[src/rtl/mem_port_arbiter.sv]
// mem_port_arbiter: shares one 19-bit memory port between instruction fetch
// (IF) and load/store (D). Default build gives D priority, with a starvation
// counter that forces a waiting fetch through after STARVE_MAX denied cycles.
// Defining ARB_ROUND_ROBIN_EN swaps that for a two-way round robin.
// Read responses are routed back to their issuer through a MEM_LAT-deep tag pipe.
module mem_port_arbiter #(
  parameter int MEM_LAT    = 1,
  parameter int STARVE_MAX = 4
) (
  input  logic        clk,
  input  logic        reset,
  input  logic        if_req_i,
  input  logic [18:0] if_addr_i,
  output logic        if_gnt_o,
  output logic        if_rvalid_o,
  output logic [18:0] if_rdata_o,
  input  logic        d_req_i,
  input  logic        d_wr_i,
  input  logic [18:0] d_addr_i,
  input  logic [1:0]  d_byte_en_i,
  input  logic [18:0] d_wdata_i,
  output logic        d_gnt_o,
  output logic        d_rvalid_o,
  output logic [18:0] d_rdata_o,
  output logic        mem_req_o,
  output logic        mem_wr_o,
  output logic [18:0] mem_addr_o,
  output logic [1:0]  mem_byte_en_o,
  output logic [18:0] mem_wdata_o,
  input  logic [18:0] mem_rdata_i,
  output logic        stall_o
);

  localparam logic OwnerIf = 1'b0;
  localparam logic OwnerD  = 1'b1;

  logic               ifGnt;
  logic               dGnt;
  logic               pushValid;
  logic               pushOwner;
  logic               respValid;
  logic               respOwner;
  logic [MEM_LAT-1:0] tagValid_q;
  logic [MEM_LAT-1:0] tagValid_d;
  logic [MEM_LAT-1:0] tagOwner_q;
  logic [MEM_LAT-1:0] tagOwner_d;

`ifdef ARB_ROUND_ROBIN_EN
  logic lastOwner_q;
  logic lastOwner_d;

  // On a tie the requester that did not win most recently gets the port
  always_comb begin
    ifGnt = 1'b0;
    dGnt  = 1'b0;
    if (!reset) begin
      if (if_req_i && d_req_i) begin
        if (lastOwner_q == OwnerD) begin
          ifGnt = 1'b1;
        end else begin
          dGnt = 1'b1;
        end
      end else begin
        ifGnt = if_req_i;
        dGnt  = d_req_i;
      end
    end
  end

  // Remember who was granted last; idle cycles leave it untouched
  always_comb begin
    lastOwner_d = lastOwner_q;
    if (ifGnt) begin
      lastOwner_d = OwnerIf;
    end else if (dGnt) begin
      lastOwner_d = OwnerD;
    end
  end

  // Round-robin history register, starts out as if IF had just won
  always_ff @(posedge clk) begin
    if (reset) begin
      lastOwner_q <= OwnerIf;
    end else begin
      lastOwner_q <= lastOwner_d;
    end
  end
`else
  localparam logic [3:0] StarveMax = 4'(STARVE_MAX);

  logic [3:0] starveCnt_q;
  logic [3:0] starveCnt_d;
  logic       starveForce;

  // D wins ties unless the fetch has been refused STARVE_MAX times in a row
  always_comb begin
    starveForce = (starveCnt_q == StarveMax);
    ifGnt       = 1'b0;
    dGnt        = 1'b0;
    if (!reset) begin
      if (if_req_i && (!d_req_i || starveForce)) begin
        ifGnt = 1'b1;
      end else if (d_req_i) begin
        dGnt = 1'b1;
      end
    end
  end

  // Count consecutive refused fetch cycles, saturating at the limit
  always_comb begin
    starveCnt_d = starveCnt_q;
    if (!if_req_i || ifGnt) begin
      starveCnt_d = 4'd0;
    end else if (!starveForce) begin
      starveCnt_d = starveCnt_q + 4'd1;
    end
  end

  // Starvation counter register
  always_ff @(posedge clk) begin
    if (reset) begin
      starveCnt_q <= 4'd0;
    end else begin
      starveCnt_q <= starveCnt_d;
    end
  end
`endif

  // Drive the shared memory port from whichever requester won this cycle
  always_comb begin
    mem_req_o     = 1'b0;
    mem_wr_o      = 1'b0;
    mem_addr_o    = '0;
    mem_byte_en_o = 2'b00;
    mem_wdata_o   = '0;
    if (ifGnt) begin
      mem_req_o     = 1'b1;
      mem_addr_o    = if_addr_i;
      mem_byte_en_o = 2'b11;
    end else if (dGnt) begin
      mem_req_o     = 1'b1;
      mem_wr_o      = d_wr_i;
      mem_addr_o    = d_addr_i;
      mem_byte_en_o = d_byte_en_i;
      mem_wdata_o   = d_wdata_i;
    end
  end

  // Tag each issue slot; only reads expect data back, so writes push an empty slot
  always_comb begin
    pushValid  = ifGnt | (dGnt & ~d_wr_i);
    pushOwner  = dGnt;
    tagValid_d = (tagValid_q << 1) | MEM_LAT'(pushValid);
    tagOwner_d = (tagOwner_q << 1) | MEM_LAT'(pushOwner);
  end

  // Tag pipe; reset empties it so in-flight reads are never delivered
  always_ff @(posedge clk) begin
    if (reset) begin
      tagValid_q <= '0;
      tagOwner_q <= '0;
    end else begin
      tagValid_q <= tagValid_d;
      tagOwner_q <= tagOwner_d;
    end
  end

  // Steer the returning read data to its owner and zero the other side
  always_comb begin
    respValid   = tagValid_q[MEM_LAT-1] & ~reset;
    respOwner   = tagOwner_q[MEM_LAT-1];
    if_rvalid_o = respValid & (respOwner == OwnerIf);
    d_rvalid_o  = respValid & (respOwner == OwnerD);
    if_rdata_o  = if_rvalid_o ? mem_rdata_i : '0;
    d_rdata_o   = d_rvalid_o ? mem_rdata_i : '0;
  end

  // Grants and the core stall follow the arbitration result directly
  always_comb begin
    if_gnt_o = ifGnt;
    d_gnt_o  = dGnt;
    stall_o  = ~reset & ((if_req_i & ~ifGnt) | (d_req_i & ~dGnt));
  end

endmodule

[config.mk]
export PLATFORM = sky130hd
export DESIGN_NAME = mem_port_arbiter
export DESIGN_NICKNAME = d
export VERILOG_FILES = /design/src/rtl/mem_port_arbiter.sv
export SDC_FILE = /design/constraint.sdc
export NUM_CORES = 1
export LEC_CHECK = 0
export ABC_AREA = 1
export CAP_MARGIN = 20
export CORE_MARGIN = 10
export CORE_UTILIZATION = 23
export DETAILED_ROUTE_END_ITERATION = 12
export PLACE_DENSITY_LB_ADDON = 0.08
export SETUP_SLACK_MARGIN = 0.3
export SLEW_MARGIN = 25
export SYNTH_ARGS = -nofsm -noshare
export SYNTH_HDL_FRONTEND = slang
export SYNTH_SLANG_ARGS = --single-unit
[constraint.sdc]
create_clock -name clk -period 2 [get_ports clk]
set_clock_uncertainty 0.15 [all_clocks]
set_input_delay 0.2 -clock clk [delete_from_list [all_inputs] [get_ports clk]]
set_output_delay 0.2 -clock clk [all_outputs]
set_load 0.05 [all_outputs]
==> flow_summary_export.csv, run 1 <==
group,metric,value,unit
synth,synth-main-ff-cell,"dfxtp_1",
floorplan,rows,24,
synth,synth_edf_count,0,
place,dp_hpwl,7.55,mm
run_status,lastStage,"clock tree synthesis (4_1_cts)",
cts,numCtsBuffers,3,
synth,yosys.area.top_type,"nor2_1",
cts,cts_buffer_depth,2,
synth,syn_area,0.00106,mm²
place,port-buffer-count,167,
cts,cts_resized,60,
synth,ys_warn_count,0,
cts,root_buffer,"clkbuf_8",
synth,synth.top_cells.by_count,"nor2_1, inv_1, nand2_1",
synth,synth_top_cell_area_share,22.0,%
synth,synth.net_count,301,
floorplan,die_w,87.8,µm
synth,synth_cell_types,16,
run_status,error,"[ERROR DPL-0033] detailed placement checks failed during check placement.",
cts,clock-sinks,6,
run_status,status,"stopped before the end",
synth,synthArstFlopShare,0,%
place,routabilityCongestion,0.776,
synth,yosys-top-cells-area,"nor2_1, inv_1, nand4_1, dfxtp_1, nand2_1",
floorplan,initial_core_util,23.9,%
synth,syn_inst,216,
synth,ys_seq_area_share,11.4,%
floorplan,boundaryPins,168,
cts,hold_buffers,0,
place,dp.cells,434,
synth,synth_seq_cells,6,
cts,postCtsSetupBuffers,9,
cts,h-tree-depth,1,
floorplan,fp.dieH,87.8,µm
synth,synth.most_common_cell,"nor2_1",
synth,avgSynthCellArea,4.89,µm²
[per-stage QoR]
| stage | utilization, % | instance area, µm² | setup WS [ns] |
|---|---|---|---|
| 2_1_floorplan | - | 1370 | 0.299 |
| 3_3_place_gp | 90.5 | 3990 | 0.133 |
| 3_5_place_dp | 90.5 | 3990 | 0.0436 |
[cells by family after synthesis]
kind of cell             count (synthesis)  share of synthesized area [%]
XOR/XNOR                                 1                          0.830
adder cells (fa/ha/maj)                  2                           2.37
buffers and inverters                   67                           26.8
flip-flops                               6                           11.4
AND/OR/NAND/NOR                        140                           58.6
==> inputs of run 2 (changes only) <==
--- a/config.mk
+++ b/config.mk
@@ -8,10 +8,9 @@
 export ABC_AREA = 1
 export CAP_MARGIN = 20
 export CORE_MARGIN = 10
-export CORE_UTILIZATION = 23
+export CORE_UTILIZATION = 20
 export DETAILED_ROUTE_END_ITERATION = 12
-export PLACE_DENSITY_LB_ADDON = 0.08
-export SETUP_SLACK_MARGIN = 0.3
+export PLACE_DENSITY_LB_ADDON = 0.15
 export SLEW_MARGIN = 25
 export SYNTH_ARGS = -nofsm -noshare
 export SYNTH_HDL_FRONTEND = slang
==> flow_summary_export.csv, run 2 <==
group,metric,value,unit
detailed_routing,routed_wl,8.13,mm
cells_and_area,largest-register,"starveCnt_q",
cts,clk_pin_slew,0.03,ns
global_route,grt_max_degree,24,
setup_path,cpLargestDelayFamily,"simple AND/OR/NAND/NOR gates",
detailed_routing,first_pass_iters,4,
pwr,switching_share,41.1,%
timing,finalCritPeriodShare,96.6,%
global_route,grt_pass1_vias,2129,
detailed_routing,drc_errors,0,
detailed_routing,drt_iter0_markers,64,
global_route,grt_pass1_wl,11.4,mm
synth,synth_top_cell_area_share,22.0,%
cts,cts_buffer_depth,2,
timing,setup_viol,0,
floorplan,boundaryPins,168,
cts,h-tree-depth,1,
floorplan,fp.dieH,92.7,µm
synth,synth.net_count,301,
floorplan,dieArea,0.00859,mm²
pwr,powerDensity,285,mW/mm²
cells_and_area,n_antenna_cell,0,
setup_path,worstSetupStartpointType,"register",
synth,synth.most_common_cell,"nor2_1",
timing,fin_crit,1.93,ns
run_status,status,"finished clean",
floorplan,rows,26,
cts,clock-sinks,6,
synth,avgSynthCellArea,4.89,µm²
cts,cts_tree,"yes",
synth,synth_cell_types,16,
cts,numCtsBuffers,3,
synth,yosys-top-cells-area,"nor2_1, inv_1, nand4_1, dfxtp_1, nand2_1",
global_route,grt_usage,16.6,%
setup_path,crit_type,"reg -> out",
global_route,antenna_found_initial,0,
synth,ys_warn_count,0,
pwr,pwr-share-clk,15.3,%
cts,hold_buffers,0,
global_route,gr-usage-met2,29.2,%
synth,synthArstFlopShare,0,%
place,postPlaceCellArea,0.00374,mm²
pwr,ir_drop,228,µV
cells_and_area,drive_gt1_share,37.0,%
synth,syn_area,0.00106,mm²
global_route,grt_overflow,0,
synth,synth-main-ff-cell,"dfxtp_1",
synth,synth_edf_count,0,
setup_path,worst-path-buf-inv,3,
global_route,busiest_layer,"met2",
synth,synth.top_cells.by_count,"nor2_1, inv_1, nand2_1",
setup_path,cp-end-kind,"output pin",
cts,clock_latency,0.22,ns
synth,yosys.area.top_type,"nor2_1",
place,dp_hpwl,6.69,mm
cells_and_area,areaGrowthSynthToFinish,289,%
setup_path,max_stage_delay,0.34,ns
global_route,use_met3,7.59,%
cells_and_area,finish.net_count,476,
synth,synth_seq_cells,6,
cells_and_area,final_cell_mix,"buf_12, clkdlybuf4s50_1, inv_1, nor2_1, nand2_1",
timing,fin_tns_setup,0,ns
pwr,power_switching,0.481,mW
cts,root_buffer,"clkbuf_8",
timing,slew_headroom,78.2,%
pwr,combPwrFrac,74.0,%
cells_and_area,final_common_cell,"buf_12",
floorplan,initial_core_util,20.7,%
timing,tightest_slew,0.327,ns
synth,ys_seq_area_share,11.4,%
hold_path,holdCritPathClass,"reg -> reg",
setup_path,crit_arrival,1.58,ns
pwr,pwr-share-seq,10.8,%
timing,max_freq,0.518,GHz
global_route,gr-usage-met1,17.5,%
detailed_routing,avgViaCountPerCell,4.43,
synth,syn_inst,216,
pwr,p_int,0.690,mW
timing,slew_viol_final,0,
place,port-buffer-count,167,
setup_path,crit_top_cell,"nand2_8",
flow_run,drv_cap,0,
floorplan,coreArea,0.00511,mm²
setup_path,required,1.65,ns
timing,finalHoldViolCount,0,
setup_path,slowest_stage,"dfxtp_4",
detailed_routing,wl_per_cell,17.7,µm
pwr,p_leak,1.89,nW
setup_path,critPathMaxFanout,6,
detailed_routing,ant_nets,0,
place,routabilityCongestion,0.728,
cells_and_area,largest_reg_flops,4,
floorplan,die_w,92.7,µm
detailed_routing,vias,2033,
cells_and_area,fin_area,0.00410,mm²
setup_path,worstPathCellList,"inv_1, ha_4, nand3_4, nand2_4, nand2_8, nand2_8, clkbuf_16, nor2_4, buf_12",
run 2: final timing paths:
kind / startpoint / to / slack (ns) / depth (start not counted)
max: starveCnt_q[0] / mem_wdata_o[15] / 0.07 / 9
min: starveCnt_q[0] / starveCnt_q[0] / 0.38 / 2
max reg2reg: starveCnt_q[0] / respOwner / 0.58 / 8
min reg2reg: starveCnt_q[0] / starveCnt_q[0] / 0.38 / 2
run 2: tightest hold or removal path, stage by stage (launching register included):
cell,delay (ns)
dfxtp_4,0.34
buf_4,0.11
nor2_1,0.04
run 2: kinds of logic after synthesis:
logic type | share of synthesized area, %
simple gates | 58.6
xor+xnor | 0.830
fa+ha+maj | 2.37
buf+inv | 26.8
flops | 11.4
run 2: layer usage:
metal,share of wire [%],wire length (µm),up-vias
met5,0,0,-
met4,1.1,90,0
met3,11,914,7
met2,50,4080,118
met1,37,3040,906
li1,-,-,1002
run 2: timing repair:
action,4_1_cts,5_1_grt
gates cloned,0,4
pin swaps,0,4
resized for setup,10,40
setup buffers,0,2
endpoints found under the setup margin,43,44
run 2: cell type report:
type                            count  area [µm²]
Tap cell                           70        87.6
Multi-Input combinational cell    143         891
Sequential cell                     6         125
Fill cell                         322        1000
Inverter                           52         195
Timing Repair Buffer              185        2760
Clock buffer                        3        41.3
run 2: power groups by stage:
stage,Combinational (mW),Sequential (mW),Clock [mW]
6_report,0.866,0.126,0.179
5_1_grt,0.906,0.126,0.192
4_1_cts,0.809,0.127,0.185
3_5_place_dp,0.801,0.129,0
3_3_place_gp,0.792,0.128,0
2_1_floorplan,0.329,0.128,0
run 2: stage by stage:
step	total power, mW	hold slack [ns]	util [%]	std cells	setup WS, ns
after CTS	1.12	0.296	74.7	453	-0.00559
after detailed placement	0.930	0.321	73.2	450	0.0826
after global placement	0.920	0.306	73.2	450	0.116
after floorplan	0.457	0.220	-	216	-0.185
final	1.17	0.380	80.4	459	0.0690
after global routing	1.22	0.404	80.4	459	-0.00877
(Power assumes the default switching activity.)
==> inputs of run 3 (changes only) <==
--- a/config.mk
+++ b/config.mk
@@ -8,7 +8,7 @@
 export ABC_AREA = 1
 export CAP_MARGIN = 20
 export CORE_MARGIN = 10
-export CORE_UTILIZATION = 20
+export CORE_UTILIZATION = 23
 export DETAILED_ROUTE_END_ITERATION = 12
 export PLACE_DENSITY_LB_ADDON = 0.15
 export SLEW_MARGIN = 25
==> constraint.sdc (replaced) <==
create_clock -name clk -period 2.05 [get_ports clk]
set_clock_uncertainty 0.15 [all_clocks]
set_input_delay 0.205 -clock clk [delete_from_list [all_inputs] [get_ports clk]]
set_output_delay 0.205 -clock clk [all_outputs]
set_load 0.05 [all_outputs]
==> flow_summary_export.csv, run 3 (same netlist as run 2, synthesis figures left out) <==
group,metric,value,unit
timing,fin_tns_setup,0,ns
cells_and_area,multi_input_area,833,µm²
cells_and_area,largest_reg_flops,4,
pwr,total_power,1.13,mW
place,dp.cells,431,
place,postPlaceCellArea,0.00371,mm²
timing,max_freq,0.494,GHz
global_route,grt_overflow,0,
place,dp_hpwl,6.92,mm
timing,setup_viol,0,
detailed_routing,top_layer,"met4",
setup_path,cp-end-kind,"output pin",
cells_and_area,finish.net_count,471,
cells_and_area,final_cell_mix,"buf_12, clkdlybuf4s50_1, inv_1, nor2_1, nand2_1",
cells_and_area,fin_area,0.00394,mm²
global_route,grt_max_degree,24,
setup_path,critPathMaxFanout,6,
run_status,status,"finished clean",
cells_and_area,n_antenna_cell,0,
timing,rsz0062_at_grt,"true",
detailed_routing,first_pass_iters,4,
detailed_routing,drt_iter0_markers,76,
hold_path,holdCritPathClass,"reg -> reg",
cells_and_area,stdcell_count,436,
cells_and_area,largest-register,"starveCnt_q",
cts,hold_buffers,0,
cells_and_area,drive_gt1_share,35.4,%
cts,postCtsSetupBuffers,0,
detailed_routing,avgViaCountPerCell,4.68,
detailed_routing,routed_wl,8.49,mm
setup_path,crit_arrival,1.67,ns
cells_and_area,areaGrowthSynthToFinish,273,%
cts,cts_buffer_depth,2,
timing,tightest_slew,0.330,ns
pwr,powerDensity,288,mW/mm²
cts,root_buffer,"clkbuf_8",
timing,finalHoldViolCount,0,
detailed_routing,wl_per_cell,19.5,µm
global_route,antenna_found_initial,0,
setup_path,required,1.69,ns
cells_and_area,regArea,123,µm²
timing,slew_viol_final,0,
timing,finalCritPeriodShare,98.7,%
detailed_routing,routedLengthMet1,2.92,mm
detailed_routing,route.met3.wl,990,µm
detailed_routing,ant_nets,0,
floorplan,fp.dieH,87.8,µm
flow_run,drv_cap,0,
floorplan,dieArea,0.00770,mm²
timing,slew_headroom,78.0,%
cts,cts_tree,"yes",
floorplan,boundaryPins,168,
cts,h-tree-depth,1,
pwr,p_leak,1.84,nW
pwr,power_switching,0.475,mW
cts,numCtsBuffers,3,
global_route,grt_usage,19.6,%
setup_path,worstSetupStartpointType,"register",
place,port-buffer-count,167,
place,routabilityCongestion,0.802,
floorplan,initial_core_util,23.9,%
floorplan,die_w,87.8,µm
setup_path,crit_type,"reg -> out",
pwr,switching_share,41.9,%
pwr,ir_drop,311,µV
timing,fin_crit,2.02,ns
cells_and_area,nFillCells,188,
floorplan,rows,24,
pwr,pwr-share-seq,11.0,%
pwr,pwr-share-clk,16.3,%
global_route,grt_pass1_vias,2153,
cts,clock-sinks,6,
global_route,grt_pass1_wl,12.0,mm
detailed_routing,vias,2042,
cells_and_area,final_common_cell,"buf_12",
pwr,p_int,0.659,mW
pwr,combPwrFrac,72.8,%
cts,clk_pin_slew,0.03,ns
detailed_routing,drc_errors,0,
detailed_routing,wl_met2,4.39,mm
floorplan,coreArea,0.00441,mm²
cts,clock_latency,0.23,ns
[run 3: cell types whose count changed in the layout (fill, tap and decap cells not counted), moves of 2 or more]
cell       change
buf_4          -3
clkbuf_16      -2
nand2_8        -2
nand3_2        +2
nand3_4        -2
[run 3: worst max-delay path: stages, from the launching register on]
cell and delay, ns:
dfxtp_2 0.36, inv_1 0.05, ha_1 0.20, nand3_2 0.10, nand2_2 0.09, nand2_4 0.09, nand2_4 0.08, clkbuf_16 0.18
nor2_4 0.13, buf_12 0.15
[run 3: worst paths after layout]
check	startpoint	endpoint	slack (ns)	cells after the start
hold / removal	starveCnt_q[0]	starveCnt_q[0]	0.31	1
setup / recovery	starveCnt_q[0]	mem_wdata_o[5]	0.03	9
hold reg to reg	starveCnt_q[0]	starveCnt_q[0]	0.31	1
setup reg to reg	starveCnt_q[1]	respOwner	0.63	8
[run 3: routing by layer]
| metal | track usage [%] | vias to the layer above |
|---|---|---|
| li1 | - | 991 |
| met2 | 35.4 | 122 |
| met4 | 5.80 | 0 |
| met5 | 0 | - |
| met1 | 20.1 | 917 |
| met3 | 8.17 | 12 |
[run 3: power groups by stage]
stage	Sequential (mW)	Clock (mW)	Combinational, mW
finish	0.124	0.185	0.825
global route	0.125	0.199	0.862
CTS	0.124	0.185	0.786
detailed placement	0.125	0	0.781
global placement	0.125	0	0.768
floorplan	0.125	0	0.321
[run 3: what timing repair did]
action                                  4_1_cts  5_1_grt
endpoints found under the setup margin       27       44
resized for setup                             6       32
gates cloned                                  0        2
[run 3: per-stage QoR]
stage	setup WS, ns	utilization [%]	hold WS [ns]
finish	0.0259	89.3	0.307
global route	-0.0648	89.3	0.339
CTS	-0.00925	85.3	0.302
detailed placement	0.137	84.0	0.316
global placement	0.180	84.0	0.307
floorplan	-0.140	-	0.225
[run 3: final cells by class]
cell class / count / area share (%)
inverters: 52 / 4.95
flip-flops and latches: 6 / 3.11
multi-input cells: 143 / 21.1
repair buffers: 180 / 68.1
clock buffers: 3 / 1.05
well taps: 52 / 1.65
==> inputs of run 4 (changes only) <==
--- a/config.mk
+++ b/config.mk
@@ -7,11 +7,10 @@
 export LEC_CHECK = 0
 export ABC_AREA = 1
 export CAP_MARGIN = 20
-export CORE_MARGIN = 10
+export CORE_MARGIN = 2
 export CORE_UTILIZATION = 23
 export DETAILED_ROUTE_END_ITERATION = 12
 export PLACE_DENSITY_LB_ADDON = 0.15
-export SLEW_MARGIN = 25
 export SYNTH_ARGS = -nofsm -noshare
 export SYNTH_HDL_FRONTEND = slang
 export SYNTH_SLANG_ARGS = --single-unit
==> flow_summary_export.csv, run 4 (same netlist as run 2, synthesis figures left out) <==
group,metric,value,unit
setup_path,r2r_start,"starveCnt_q[0]",
detailed_routing,drt_iter0_markers,60,
setup_path,worst-path-buf-inv,3,
cells_and_area,largest-register,"starveCnt_q",
floorplan,boundaryPins,168,
cells_and_area,largest_reg_flops,4,
pwr,pwr-share-seq,11.2,%
setup_path,crit_type,"reg -> out",
detailed_routing,vias,2066,
timing,slew_headroom,78.2,%
pwr,power_switching,0.450,mW
cells_and_area,multi_input_area,778,µm²
setup_path,crit_arrival,1.65,ns
cells_and_area,final_cell_mix,"buf_12, clkdlybuf4s50_1, inv_1, nor2_1, nand2_1",
cells_and_area,regArea,125,µm²
timing,finalCritPeriodShare,97.7,%
timing,setup_viol,0,
detailed_routing,drc_errors,0,
hold_path,holdCritPathClass,"reg -> reg",
detailed_routing,ant_nets,0,
setup_path,crit_top_cell,"nand2_4",
timing,finalHoldViolCount,0,
global_route,grt_usage,24.3,%
setup_path,critPathMaxFanout,12,
timing,tightest_slew,0.327,ns
pwr,switching_share,40.7,%
floorplan,rows,24,
pwr,p_int,0.654,mW
pwr,combPwrFrac,73.2,%
cts,cts_buffer_depth,2,
place,dp_hpwl,5.46,mm
pwr,ir_drop,289,µV
cells_and_area,drive_gt1_share,34.8,%
setup_path,cp-end-kind,"output pin",
detailed_routing,avgViaCountPerCell,4.73,
place,port-buffer-count,167,
floorplan,dieArea,0.00515,mm²
timing,slew_viol_final,0,
pwr,p_leak,1.84,nW
pwr,total_power,1.10,mW
setup_path,worstSetupStartpointType,"register",
setup_path,max_stage_delay,0.36,ns
global_route,grt_pass1_wl,10.1,mm
timing,whs,0.298,ns
cells_and_area,n_antenna_cell,0,
cells_and_area,finish.net_count,472,
setup_path,required,1.69,ns
detailed_routing,wl_per_cell,15.1,µm
detailed_routing,routed_wl,6.62,mm
flow_run,drv_cap,0,
cts,root_buffer,"clkbuf_8",
cts,numCtsBuffers,3,
run_status,status,"finished clean",
pwr,pwr-share-clk,15.6,%
setup_path,cp-startpoint,"starveCnt_q[0]",
cts,clock_latency,0.22,ns
cts,clock-sinks,6,
cells_and_area,final_common_cell,"buf_12",
cells_and_area,nFillCells,202,
hold_path,hold_start,"starveCnt_q[0]",
floorplan,die_w,71.8,µm
setup_path,worstPathCellList,"inv_1, ha_1, nand3_2, nand2_4, nand2_4, nand2_4, buf_12, nor2_2, buf_12",
setup_path,cpLargestDelayFamily,"simple AND/OR/NAND/NOR gates",
cts,cts_tree,"yes",
cells_and_area,areaGrowthSynthToFinish,269,%
cts,postCtsSetupBuffers,0,
pwr,powerDensity,283,mW/mm²
place,routabilityCongestion,0.762,
floorplan,coreArea,0.00438,mm²
global_route,grt_max_degree,24,
cts,clk_pin_slew,0.03,ns
floorplan,fp.dieH,71.8,µm
cts,h-tree-depth,1,
detailed_routing,first_pass_iters,4,
timing,fin_crit,2.00,ns
global_route,antenna_found_initial,0,
floorplan,initial_core_util,24.1,%
setup_path,slowest_stage,"dfxtp_4",
global_route,grt_overflow,0,
timing,max_freq,0.499,GHz
global_route,grt_pass1_vias,2079,
## run 4: cell types whose count changed in the layout (fill, tap and decap cells not counted), sizes merged
cell  change
buf       +1
## run 4: worst paths after layout
| check | to | slack [ns] | depth (start not counted) |
|---|---|---|---|
| hold / removal | starveCnt_q[0] | 0.30 | 1 |
| setup reg to reg | respOwner | 0.62 | 8 |
| setup / recovery | mem_wdata_o[16] | 0.05 | 9 |
| hold reg to reg | starveCnt_q[0] | 0.30 | 1 |
## run 4: timing repair
| action | 4_1_cts | 5_1_grt |
|---|---|---|
| pin swaps | 0 | 1 |
| hold buffers | 0 | 0 |
| gates resized for setup | 8 | 18 |
| endpoints found under the setup margin | 39 | 41 |
| gates cloned | 0 | 2 |
## run 4: worst reg2reg max path: stages (launching register included)
cell	delay, ns
dfxtp_4	0.35
inv_1	0.05
ha_1	0.15
nand3_2	0.11
nand2_4	0.12
nand2_4	0.08
nand2_4	0.11
buf_6	0.16
inv_1	0.05
## run 4: per-layer routing
metal  GRT usage (%)  vias up  share of wire (%)
met3            5.63       10                8.3
met1            26.2      952                 33
met5               0        -                  0
met4            6.08        0                1.6
met2            47.2      117                 57
li1                -      987                  -
## run 4: power by group through the flow
stage / logic, mW / registers [mW] / clock network (mW)
detailed placement: 0.778 / 0.126 / 0
floorplan: 0.321 / 0.125 / 0
finish: 0.809 / 0.123 / 0.172
CTS: 0.784 / 0.124 / 0.176
global placement: 0.767 / 0.125 / 0
global route: 0.844 / 0.124 / 0.188
## run 4: area by class of cell
cell class / count / share of cell area, %
well taps: 52 / 1.67
multi-input cells: 143 / 20.0
clock buffers: 3 / 1.06
inverters: 52 / 5.01
repair buffers: 181 / 69.1
flip-flops and latches: 6 / 3.21
## run 4: through the flow
step	utilization (%)	setup TNS, ns	setup WS, ns	std cells	instance area, µm²
2_1_floorplan	-	-1.40	-0.140	216	1100
3_3_place_gp	84.8	0	0.186	432	3720
3_5_place_dp	84.8	0	0.105	432	3720
4_1_cts	86.2	0	0.0132	435	3780
5_1_grt	88.8	-0.301	-0.0384	437	3890
6_report	88.8	0	0.0466	437	3890
==> patch, RTL diff (config.mk and constraints of run 4) <==
Set the parameter `MEM_LAT` to 2 (it was 1).
--- a/src/rtl/mem_port_arbiter.sv
+++ b/src/rtl/mem_port_arbiter.sv
@@ -4,7 +4,7 @@
 // Defining ARB_ROUND_ROBIN_EN swaps that for a two-way round robin.
 // Read responses are routed back to their issuer through a MEM_LAT-deep tag pipe.
 module mem_port_arbiter #(
-  parameter int MEM_LAT    = 1,
+  parameter int MEM_LAT    = 2,
   parameter int STARVE_MAX = 4
 ) (
   input  logic        clk,
Behaviour: not the same (Yosys sat finds a counterexample within 4 cycles, from zero or initial values and one cycle with reset high).
==> patch against run 4 <==
Routed wire length grew 6.1%; global-route usage down 3.6 points; setup slack gained 0.0072 ns; cell area grew 6.9%; via count grew 0.34%; synthesized area up 10%; sequential share of layout area increased by 0.75 points; power is 3.3% higher; sequential cell count increased by 2; cell count grew 5.5%.
==> patch: results <==
[hold_path]
min_from = tagOwner_q[0]$_SDFF_PP0_
hold_path_end = tagOwner_q[1]$_SDFF_PP0_
whs_path_depth = 2

[layout]
drive_gt1_share_pct = 37.31
top_regs = starveCnt_q: 4 flops, tagOwner_q: 2 flops, tagValid_q: 2 flops
nNetsFinal = 481
antenna_cells = 0
final-instance-count-excl-fill = 461

[yosys]
yosys_warnings = 0
yosys-top-cells-count = 63 x nor2_1, 52 x inv_1, 31 x nand2_1, 21 x nand4_1, 12 x nand3_1
yosys-top-cells-area = nor2_1 20%, inv_1 17%, dfxtp_1 14%
syn_avg_cell_area_sq_um = 5.242
synth-seq-area-share_pct = 13.76
syn-num-nets = 307
ys_types = 16

[clock_network]
cts_max_path_buffers = 2
cts-buffers-inserted = 3

[status]
outcome = completed

[global_route]
grtUsageTotal_pct = 20.69
grt_max_degree = 22
grt_pass1_vias = 2023
grt_pass1_wl_mm = 9.177

[setup_path]
r2r_end = tagOwner_q[0]$_SDFF_PP0_
crit_family = simple AND/OR/NAND/NOR gates
ff2ff_path_depth = 8
ff2ff_setup_slack_ns = 0.57
cpPeakStageDelay_ns = 0.35
worstPathMaxFanout = 7

[place]
place_area_sq_um = 3837
port_buffers = 167
pre_cts_slack_ns = 0.1051
hpwl_mm = 5.283
dp.cells = 451
place.gp.congestion = 0.6961

[routing]
ant_nets = 0
routedWlPerCell_um = 15.23
drt_iter0_drc = 55
viasPerCell = 4.497

[timing]
tightest_slew_ns = 0.3181
slew_violations = 0
holdWs_ns = 0.2545

[pwr]
power.total_mw = 1.140
switchingPower_mw = 0.4515
ir_drop_mv = 0.2126
p_leak_nw = 1.916
## patch: cell families after synthesis
logic type    Yosys count  synth area share, %
simple gates          142                58.39
buf+inv                69                24.95
flops                   8                13.76
fa+ha+maj               2                2.150
xor+xnor                1               0.7528
## patch: metal layers
metal | GRT usage (%) | vias up | wire length [um]
met2 | 38.60 | 116 | 3787
met5 | 0 | - | 0
met4 | 4.094 | 0 | 51
met3 | 7.229 | 4 | 753
met1 | 22.64 | 939 | 2428
li1 | - | 1014 | -
## patch: layout make-up
cell class,count,area [sq um]
Inverter,54,202.7
Timing Repair Buffer,184,2768
Sequential cell,8,165.2
Fill cell,250,621.8
Multi-Input combinational cell,145,903.4
Clock buffer,3,41.29
Tap cell,67,83.83
## patch: how the worst max path moves through the flow
| stage | to | cells after the start | start | slack [ns] |
|---|---|---|---|---|
| 3_3_place_gp | mem_wdata_o[15] | 6 | reset | 0.14 |
| 5_1_grt | if_rdata_o[8] | 7 | reset | -0.03 |
| 2_1_floorplan | if_rdata_o[10] | 5 | tagValid_q[1]$_SDFF_PP0_ | -0.14 |
| 4_1_cts | mem_byte_en_o[1] | 8 | starveCnt_q[0]$_SDFFE_PP0N_ | 0.0005 |
| 3_5_place_dp | mem_wdata_o[4] | 6 | reset | 0.11 |
| 6_report | mem_wdata_o[8] | 9 | starveCnt_q[0]$_SDFFE_PP0N_ | 0.05 |
## patch: what timing repair did
item	in CTS	in global routing
endpoints found under the setup margin	41	41
pin swaps	0	5
gates cloned	0	4
buffers inserted	0	3
gates resized for setup	5	34
## patch: power by group through the flow
stage                     combinational (mW)  clock [mW]  sequential [mW]
after detailed placement               0.726           0            0.167
after global placement                 0.717           0            0.166
final                                  0.789       0.187            0.164
after CTS                              0.730       0.189            0.165
after global routing                   0.823       0.200            0.164
after floorplan                        0.299           0            0.166
